`config.mk`:
```
export PLATFORM = sky130hd
export DESIGN_NAME = priority_enc_rr_v
export DESIGN_NICKNAME = d
export VERILOG_FILES = /design/src/rtl/priority_enc_rr_v.sv
export SDC_FILE = /design/constraint.sdc
export NUM_CORES = 1
export LEC_CHECK = 0
export ABC_AREA = 1
export BUFFER_PORTS_ARGS = -buffer_cell sky130_fd_sc_hd__buf_4
export CAP_MARGIN = 25
export CORE_UTILIZATION = 31
export CTS_BUF_LIST = sky130_fd_sc_hd__clkbuf_16
export CTS_CLUSTER_DIAMETER = 80
export DETAILED_ROUTE_END_ITERATION = 10
export GPL_TIMING_DRIVEN = 0
export SLEW_MARGIN = 10
export SYNTH_ARGS = -nofsm -noshare
export SYNTH_HDL_FRONTEND = slang
export SYNTH_SLANG_ARGS = --single-unit
```
`constraint.sdc`:
```
create_clock -name i_clk -period 2.8 [get_ports i_clk]
set_input_delay 0.14 -clock i_clk [delete_from_list [all_inputs] [get_ports i_clk]]
set_output_delay 0.14 -clock i_clk [all_outputs]
set_load 0.01 [all_outputs]
```
`src/rtl/priority_enc_rr_v.sv`:
```
// Registered priority encoder with fixed or round-robin search start.
// Single-entry output stage with valid/ready backpressure.
module priority_enc_rr_v #(
  parameter int N = 8,
  parameter int W = $clog2(N)
) (
  input  logic         i_clk,
  input  logic         i_rst,
  input  logic [N-1:0] i_code,
  input  logic         i_mode,
  input  logic         i_ready,
  output logic [W-1:0] o_code,
  output logic         o_valid,
  output logic [W-1:0] o_ptr
);

  typedef enum logic {EMPTY, FULL} state_t;

  localparam logic [W-1:0] ONE = W'(1);

  state_t       r_state;
  state_t       w_state_nxt;
  logic [W-1:0] r_code;
  logic [W-1:0] r_ptr;
  logic [W-1:0] w_code_nxt;
  logic [W-1:0] w_ptr_nxt;
  logic         w_accept;
  logic         w_open;
  logic         w_any;
  logic [W-1:0] w_start;
  logic [2*N-1:0] w_dbl;
  logic [N-1:0] w_rot;
  logic [W-1:0] w_off;
  logic [W-1:0] w_grant;

  assign o_valid  = (r_state == FULL);
  assign o_code   = r_code;
  assign o_ptr    = r_ptr;
  assign w_accept = o_valid & i_ready;
  assign w_open   = ~o_valid | w_accept;
  assign w_any    = |i_code;

  // Search start: 0 in fixed mode, else the pointer as it will be after this cycle.
  assign w_start = ~i_mode  ? '0 :
                   w_accept ? r_code + ONE :
                              r_ptr;

  // Rotate requests so the start index lands at bit 0.
  assign w_dbl = {i_code, i_code} >> w_start;
  assign w_rot = w_dbl[N-1:0];

  // Lowest set bit of the rotated request vector.
  always_comb begin
    w_off = '0;
    for (int i = N - 1; i >= 0; i--) begin
      if (w_rot[i]) w_off = W'(i);
    end
  end

  assign w_grant = w_start + w_off;

  // Next-state, code and pointer selection.
  always_comb begin
    w_state_nxt = r_state;
    w_code_nxt  = r_code;
    w_ptr_nxt   = r_ptr;
    if (w_open) begin
      if (w_any) begin
        w_state_nxt = FULL;
        w_code_nxt  = w_grant;
      end else begin
        w_state_nxt = EMPTY;
        w_code_nxt  = '0;
      end
    end
    if (!i_mode) begin
      w_ptr_nxt = '0;
    end else if (w_accept) begin
      w_ptr_nxt = r_code + ONE;
    end
  end

  // State register with synchronous reset.
  always_ff @(posedge i_clk) begin
    if (i_rst) begin
      r_state <= EMPTY;
      r_code  <= '0;
      r_ptr   <= '0;
    end else begin
      r_state <= w_state_nxt;
      r_code  <= w_code_nxt;
      r_ptr   <= w_ptr_nxt;
    end
  end

endmodule
```
**After elaboration in Yosys (flattened, before gate mapping)**

Index checks and enable logic that the tools add are counted.

- Output and inout port bits: 7
- Bits in registers: 7

- Add/sub/neg operators: 2
- Bitwise operators: 3
- Multiplexer cells: 12
- Reduce and logical (&&, ||, !) cells: 1
- Shift operators: 1

Operators with widths:

| operator | number |
|---|---|
| 2-to-1 mux 3 bit | 11 |
| right shift 16 x 3 -> 8 bit | 1 |
| OR reduction 8 bit | 1 |
| adder 3 x 1 -> 3 bit, second input constant | 1 |
| adder 3 bit | 1 |
| bitwise AND 1 bit | 1 |
| 2-to-1 mux 1 bit | 1 |
| NOT 1 bit | 1 |
| OR 1 bit | 1 |

**Longest topological paths before layout**

Gate-level depths: netlist of the first run.

- Word-level depth: 14
- Mapped depth: 23

**Least setup slack after synthesis of the first run**

OpenSTA, ideal clock, no wires.

- Path type: register to register
- Start point: register r_code[0], in the netlist o_code[0]
- End point: register r_code[2], in the netlist o_code[2]
- Path buffers: 0
- Period minus slack after synthesis: 2.695 ns
- Cell stages (with the launch flop): 21
- Data required time: 2.734 ns
- Arrival: 2.629 ns
- Slack: 0.105 ns
- Cells stage by stage: dfxtp_1 -> ha_1 -> nor2_1 -> nor2_4 -> inv_4 -> nand3_1 -> nand2_1 -> nand2_1 -> nand2_1 -> o21bai_1 -> nand2_1 -> nand2_1 -> nand2_1 -> a21boi_1 -> ha_1 -> fa_1 -> xnor2_1 -> inv_1 -> nand3_1 -> nand3_1 -> a21oi_2

- Longest elaborated chain between the ends: 14

RTL lines:

| what | line | source |
|---|---|---|
| start: declaration | 23 | `logic [W-1:0] r_code;` |
| start signal: assignment | 91 | `r_code <= w_code_nxt;` |
| adder 3 x 1 -> 3 bit (*) | 45 | `w_accept ? r_code + ONE :` |
| 2-to-1 mux 3 bit (*) (2 in series) | - |  |
| right shift 16 x 3 -> 8 bit | 49 | `assign w_dbl = {i_code, i_code} >> w_start;` |
| 2-to-1 mux 3 bit (8 in series) | 56 | `if (w_rot[i]) w_off = W'(i);` |
| adder 3 bit (*) | 60 | `assign w_grant = w_start + w_off;` |
| 2-to-1 mux 3 bit (*) | 68 | `if (w_any) begin` |

Every way passes the cells marked *; elsewhere a longest branch is shown, timed or not.
A chain may end at the register's enable or synchronous reset.

**Worst setup path in the final report of the first run**

- Start point: register r_code[1], in the netlist o_code[1]
- End point: register r_code[2], in the netlist o_code[2]

The elaborated chain is that of the path after synthesis.

==> impl_metrics.py, run 1 <==
metrics = {
    "placed_design": {
        "dpl.hpwl_um": 1800,
        "io_buffers": 18,
        "place.gp.congestion": 0.805,
        "dp_slack_ps": -121,
    },
    "synth": {
        "synth_seq_area_share_pct": 16.3,
        "yosys.area_share.simple_pct": 57.4,
        "synth_warnings": 0,
        "synth.cell_area_um2": 860,
        "synth_mux_area_share_pct": 0,
        "synthTopCellsByArea": "nand2_1, dfxtp_1, nand3_1",
        "syn_inst": 145,
        "synthAdderAreaFrac_pct": 5.24,
        "ys_types": 27,
        "synth_compound_area_share_pct": 8.73,
        "synth_top_area_share_pct": 22.7,
        "synth_xor_xnor_area_share_pct": 2.04,
        "avgSynthCellArea_um2": 5.93,
        "synthesis.nets": 160,
        "synth_top_family_by_area": "simple AND/OR/NAND/NOR gates",
        "ys_seq_elements": 7,
        "yosysTopAreaCell": "nand2_1",
    },
    "die": {
        "dieWidth_um": 54.7,
        "ios": 19,
        "dieHeight_um": 54.7,
        "dieArea_um2": 2990,
        "core_um2": 2540,
        "num_rows": 18,
        "start_util_pct": 33.8,
    },
    "sta": {
        "tightest_slew_ps": 275,
        "period_minus_slack_ps": 2780,
        "drv_slew": 0,
        "timing.final.ws_setup_ps": 19.4,
        "rsz0062_at_grt": "yes",
        "relSlewSlack_pct": 81.6,
        "fin_skew_ps": 1.01,
        "hold_viol_final": 0,
        "hold_slack_ps": 126,
        "setup_viol": 0,
        "fmax_mhz": 360,
        "period_share_pct": 99.3,
    },
    "global_routing": {
        "grt-ovfl-total": 0,
        "grt_pass1_wl_um": 3930,
        "grt_max_degree": 11,
        "track_usage_pct": 18.9,
        "antenna_found_initial": 0,
        "grt_pass1_vias": 915,
    },
    "hold_path": {
        "hold_class": "input port to register",
    },
    "cts": {
        "cts-root-buf": "clkbuf_16",
        "clk_pin_slew_worst_paths_ps": 40,
        "cts_tree": "yes",
        "cts_max_path_buffers": 2,
        "clock_latency_ps": 230,
        "ctsHoldBuffers": 0,
        "clock-sinks": 7,
        "cts_buffers": 3,
        "htree_levels": 1,
    },
    "critical_path": {
        "worst-path-max-fanout": 6,
        "start_kind": "register",
        "worstPathArrival_ps": 2950,
        "worstSetupPathType": "register to register",
        "end_kind": "register",
        "worstPathRequired_ps": 2970,
    },
    "drt": {
        "vias": 1094,
        "wl_per_cell_um": 12.8,
        "viasPerCell": 5.21,
        "antenna_left": 0,
        "route.detailed.drc": 0,
        "wl_um": 2680,
        "firstDrtPassIters": 4,
        "drtIter0Drc": 38,
    },
    "final_layout": {
        "area_delta_synth_final_pct": 55.2,
        "n_antenna_cell": 0,
        "layout_common_cells": "nand2_1, buf_4, inv_1",
        "layout.nets": 196,
        "layout_commonest_cell": "nand2_1",
        "drive_gt1_share_pct": 40.6,
    },
    "outcome": {
        "status": "finished clean",
    },
    "power": {
        "power_density_nw_per_um2": 441,
        "peakVddDrop_uv": 361,
        "p_leak_uw": 0.000681,
    },
    "flow_run": {
        "maxCapViolations": 0,
    },
}
==> cell type report <==
type                       count  area, um^2
buffer                         2        18.8
inverter                      18        70.1
fill                         261        1210
multi-input combinational    119         741
clock buffer                   3        75.1
sequential                     7         146
timing repair buffer          30         241
clock inverter                 1        3.75
tap                           30        37.5
==> worst paths after layout <==
check,startpoint,end,slack (ps),depth (start not counted)
min reg2reg,o_code[1],o_code[1],500,2
max,o_code[1],o_code[2],20,20
min,i_rst,o_code[2],130,2
max reg2reg,o_code[1],o_code[2],20,20
==> power by group <==
group / switching (uW) / internal (uW) / leakage [uW] / total, uW
Clock: 55.3 / 186 / 0.0000423 / 241
Sequential: 10.5 / 110 / 0.0000586 / 120
Combinational: 127 / 100 / 0.000581 / 227
Total: 193 / 396 / 0.000681 / 588
==> cell usage after synthesis <==
library cell and n:
o21ai_0 1, a31oi_1 1, nor2_2 2, nand2_1 52, nor4_1 2, clkbuf_4 1, nor2_4 1, ha_1 2
buf_6 1, nor2_1 6, a21oi_4 1, nand2_4 1, nand3_2 3, nand3_1 22, a21oi_2 1, a21boi_1 1
nand2_2 5, xnor2_1 2, a21oi_1 3, inv_2 1, fa_1 1, o21ai_2 1, o21bai_1 1, inv_1 16
inv_4 1, dfxtp_1 7, nand4_1 9
==> logic make-up (layout without fill, tap and decap cells) <==
| kind of cell | Yosys count | in the layout |
|---|---|---|
| fa+ha+maj | 3 | 3 |
| simple gates | 103 | 104 |
| compound gates | 10 | 10 |
| xor+xnor | 2 | 2 |
| flops | 7 | 7 |
| buf+inv | 20 | 54 |
==> flip-flops by register name, summed over array words and instances, names as in the netlist <==
name	cells
o_code	3
o_ptr	3
o_valid	1
==> through the flow <==
step	cells	setup TNS [ps]	util (%)	instance area, um^2	power (uW)
global placement	193	-89.0	40.6	1030	291
floorplan	145	0	-	860	240
finish	210	0	52.4	1330	588
global route	210	-122	52.4	1330	628
CTS	201	0	45.1	1150	549
detailed placement	193	-121	40.6	1030	294
==> critical path: stages, from the launching register on <==
cell and delay (ps):
dfxtp_2 330, ha_4 250, nor2_4 130, nor2_4 80, inv_4 100, buf_6 130
nand3_4 70, nand3_2 80, nand2_2 70, o21bai_1 150, nand2_1 60, nand2_1 50
nand2_1 70, a21boi_2 60, ha_2 190, fa_2 400, xnor2_2 170, inv_1 50
nand3_1 70, nand3_1 80, a21oi_2 110
==> timing repair <==
action	in CTS	in global routing
endpoints found under the hold margin	0	0
setup endpoints to repair	1	1
resized for setup	3	26
pin swaps	4	14
buffers inserted	3	9
cloned	1	0
==> metal layers <==
layer	track usage, %	part of all wire, %
met1	23.9	46
met2	31.3	48
met3	1.67	3.7
met4	10.3	2.0
met5	0	0
No activity file was read; power rests on OpenSTA's default activity.
==> run 2, diff against run 1 <==
--- a/config.mk
+++ b/config.mk
@@ -9,7 +9,7 @@
 export BUFFER_PORTS_ARGS = -buffer_cell sky130_fd_sc_hd__buf_4
 export CAP_MARGIN = 25
 export CORE_UTILIZATION = 31
-export CTS_BUF_LIST = sky130_fd_sc_hd__clkbuf_16
+export CTS_BUF_LIST = sky130_fd_sc_hd__clkbuf_8
 export CTS_CLUSTER_DIAMETER = 80
 export DETAILED_ROUTE_END_ITERATION = 10
 export GPL_TIMING_DRIVEN = 0
==> impl_metrics.py, run 2 (synthesis gave the netlist of run 1 again) <==
metrics = {
    "outcome": {
        "status": "finished clean",
    },
    "flow_run": {
        "maxCapViolations": 0,
    },
    "hold_path": {
        "whs_path_depth": 2,
        "hold_class": "input port to register",
        "holdCritStartpoint": "i_rst",
    },
    "drt": {
        "wl_um": 2580,
        "viasPerCell": 5.13,
        "firstDrtPassIters": 4,
        "antenna_left": 0,
        "drtIter0Drc": 35,
        "route.detailed.drc": 0,
        "wl_per_cell_um": 12.3,
        "vias": 1073,
    },
    "sta": {
        "rsz0062_at_grt": "yes",
        "timing.final.ws_setup_ps": 47.0,
        "hold_viol_final": 0,
        "setup_tns_ps": 0,
        "setup_viol": 0,
        "period_minus_slack_ps": 2750,
        "tightest_slew_ps": 294,
        "period_share_pct": 98.3,
        "drv_slew": 0,
        "fmax_mhz": 363,
        "relSlewSlack_pct": 80.3,
        "fin_skew_ps": 5.07,
    },
    "critical_path": {
        "worstPathArrival_ps": 2920,
        "rrSetupSlack_ps": 50,
        "r2r-start": "o_code[1]",
        "end_kind": "register",
        "worstSetupPathType": "register to register",
        "worstPathRequired_ps": 2960,
        "start_kind": "register",
        "worst-path-max-fanout": 6,
        "crit_path_start": "o_code[1]",
        "r2r_cells": 20,
    },
    "die": {
        "core_um2": 2540,
        "ios": 19,
        "dieArea_um2": 2990,
        "start_util_pct": 33.8,
        "dieHeight_um": 54.7,
        "dieWidth_um": 54.7,
        "num_rows": 18,
    },
    "global_routing": {
        "antenna_found_initial": 0,
        "track_usage_pct": 18.6,
        "grt_pass1_vias": 925,
        "grt_max_degree": 11,
        "grt-ovfl-total": 0,
        "grt_pass1_wl_um": 3910,
    },
    "cts": {
        "cts_tree": "yes",
        "clock-sinks": 7,
        "cts-root-buf": "clkbuf_8",
        "clock_latency_ps": 230,
        "clk_pin_slew_worst_paths_ps": 40,
        "cts_buffers": 3,
        "cts_max_path_buffers": 2,
        "htree_levels": 1,
        "ctsHoldBuffers": 0,
    },
    "placed_design": {
        "dpl.hpwl_um": 1800,
        "dp_cells": 193,
        "place.gp.congestion": 0.805,
        "dp_slack_ps": -121,
        "io_buffers": 18,
    },
    "final_layout": {
        "n_fill_cell": 264,
        "fin_util_pct": 50.2,
        "ff_latch_area_um2": 146,
        "n_antenna_cell": 0,
        "layout_commonest_cell": "nand2_1",
        "final_cells": 209,
        "area_delta_synth_final_pct": 48.6,
        "layout.nets": 195,
        "layout_common_cells": "nand2_1, buf_4, inv_1, nand3_1, nand4_1",
        "multiInputGateArea_um2": 726,
        "drive_gt1_share_pct": 39.1,
    },
    "power": {
        "power_density_nw_per_um2": 379,
        "peakVddDrop_uv": 273,
        "p_leak_uw": 0.000658,
    },
}
[run 2: changes by cell type in the layout (fill, tap and decap cells not counted)]
cell	before	now
clkbuf_8	0	3
nand2_1	47	48
buf_4	28	27
clkbuf_16	3	0
nand3_1	16	17
nand3_4	2	1
nand2_2	9	8
[run 2: worst paths after layout]
check / to
worst max register to register: o_code[2]
worst min register to register: o_code[1]
worst max-delay path: o_code[2]
worst min-delay path: o_code[2]
[run 2: repair_timing]
action,4_1_cts,5_1_grt
gates cloned,1,0
buffers inserted,3,8
gates resized for setup,5,21
setup endpoints to repair,1,1
pin swaps,5,11
[run 2: worst max-delay path, cell delays in order, from the launching register on]
cell and delay (ps):
dfxtp_2 330, ha_4 240, nor2_4 130, nor2_4 80, inv_4 100, buf_6 120
nand3_2 70, nand3_2 80, nand2_2 60, o21bai_1 150, nand2_1 60, nand2_1 50
nand2_1 70, a21boi_2 60, ha_2 190, fa_2 400, xnor2_2 170, inv_1 50
nand3_1 70, nand3_1 80, a21oi_2 110
[run 2: power breakdown]
group          switching, uW  internal (uW)
Sequential              8.52            109
Clock                   46.0           95.0
Combinational            126           99.4
Total                    180            304
[run 2: area by class of cell]
| class | instances | share of cell area (%) |
|---|---|---|
| plain buffers | 2 | 1.47 |
| inverters | 18 | 5.48 |
| multi-input cells | 119 | 56.8 |
| clock inverters | 1 | 0.294 |
| repair buffers | 29 | 18.3 |
| flip-flops and latches | 7 | 11.5 |
| well taps | 30 | 2.94 |
| clock buffers | 3 | 3.23 |
[run 2: stage by stage]
stage	total power (uW)	instance area [um^2]	hold slack, ps
floorplan	240	860	202
global placement	291	1030	361
detailed placement	294	1030	366
CTS	452	1130	127
global route	521	1280	130
finish	484	1280	131
[run 2: routing by layer]
layer	wire length (um)	part of all wire [%]	GRT usage, %	up-vias
met5	0	0	0	-
met4	52	2.0	8.97	0
met3	96	3.7	1.67	7
met2	1240	48	31.5	32
met1	1190	46	23.2	484
li1	-	-	-	550
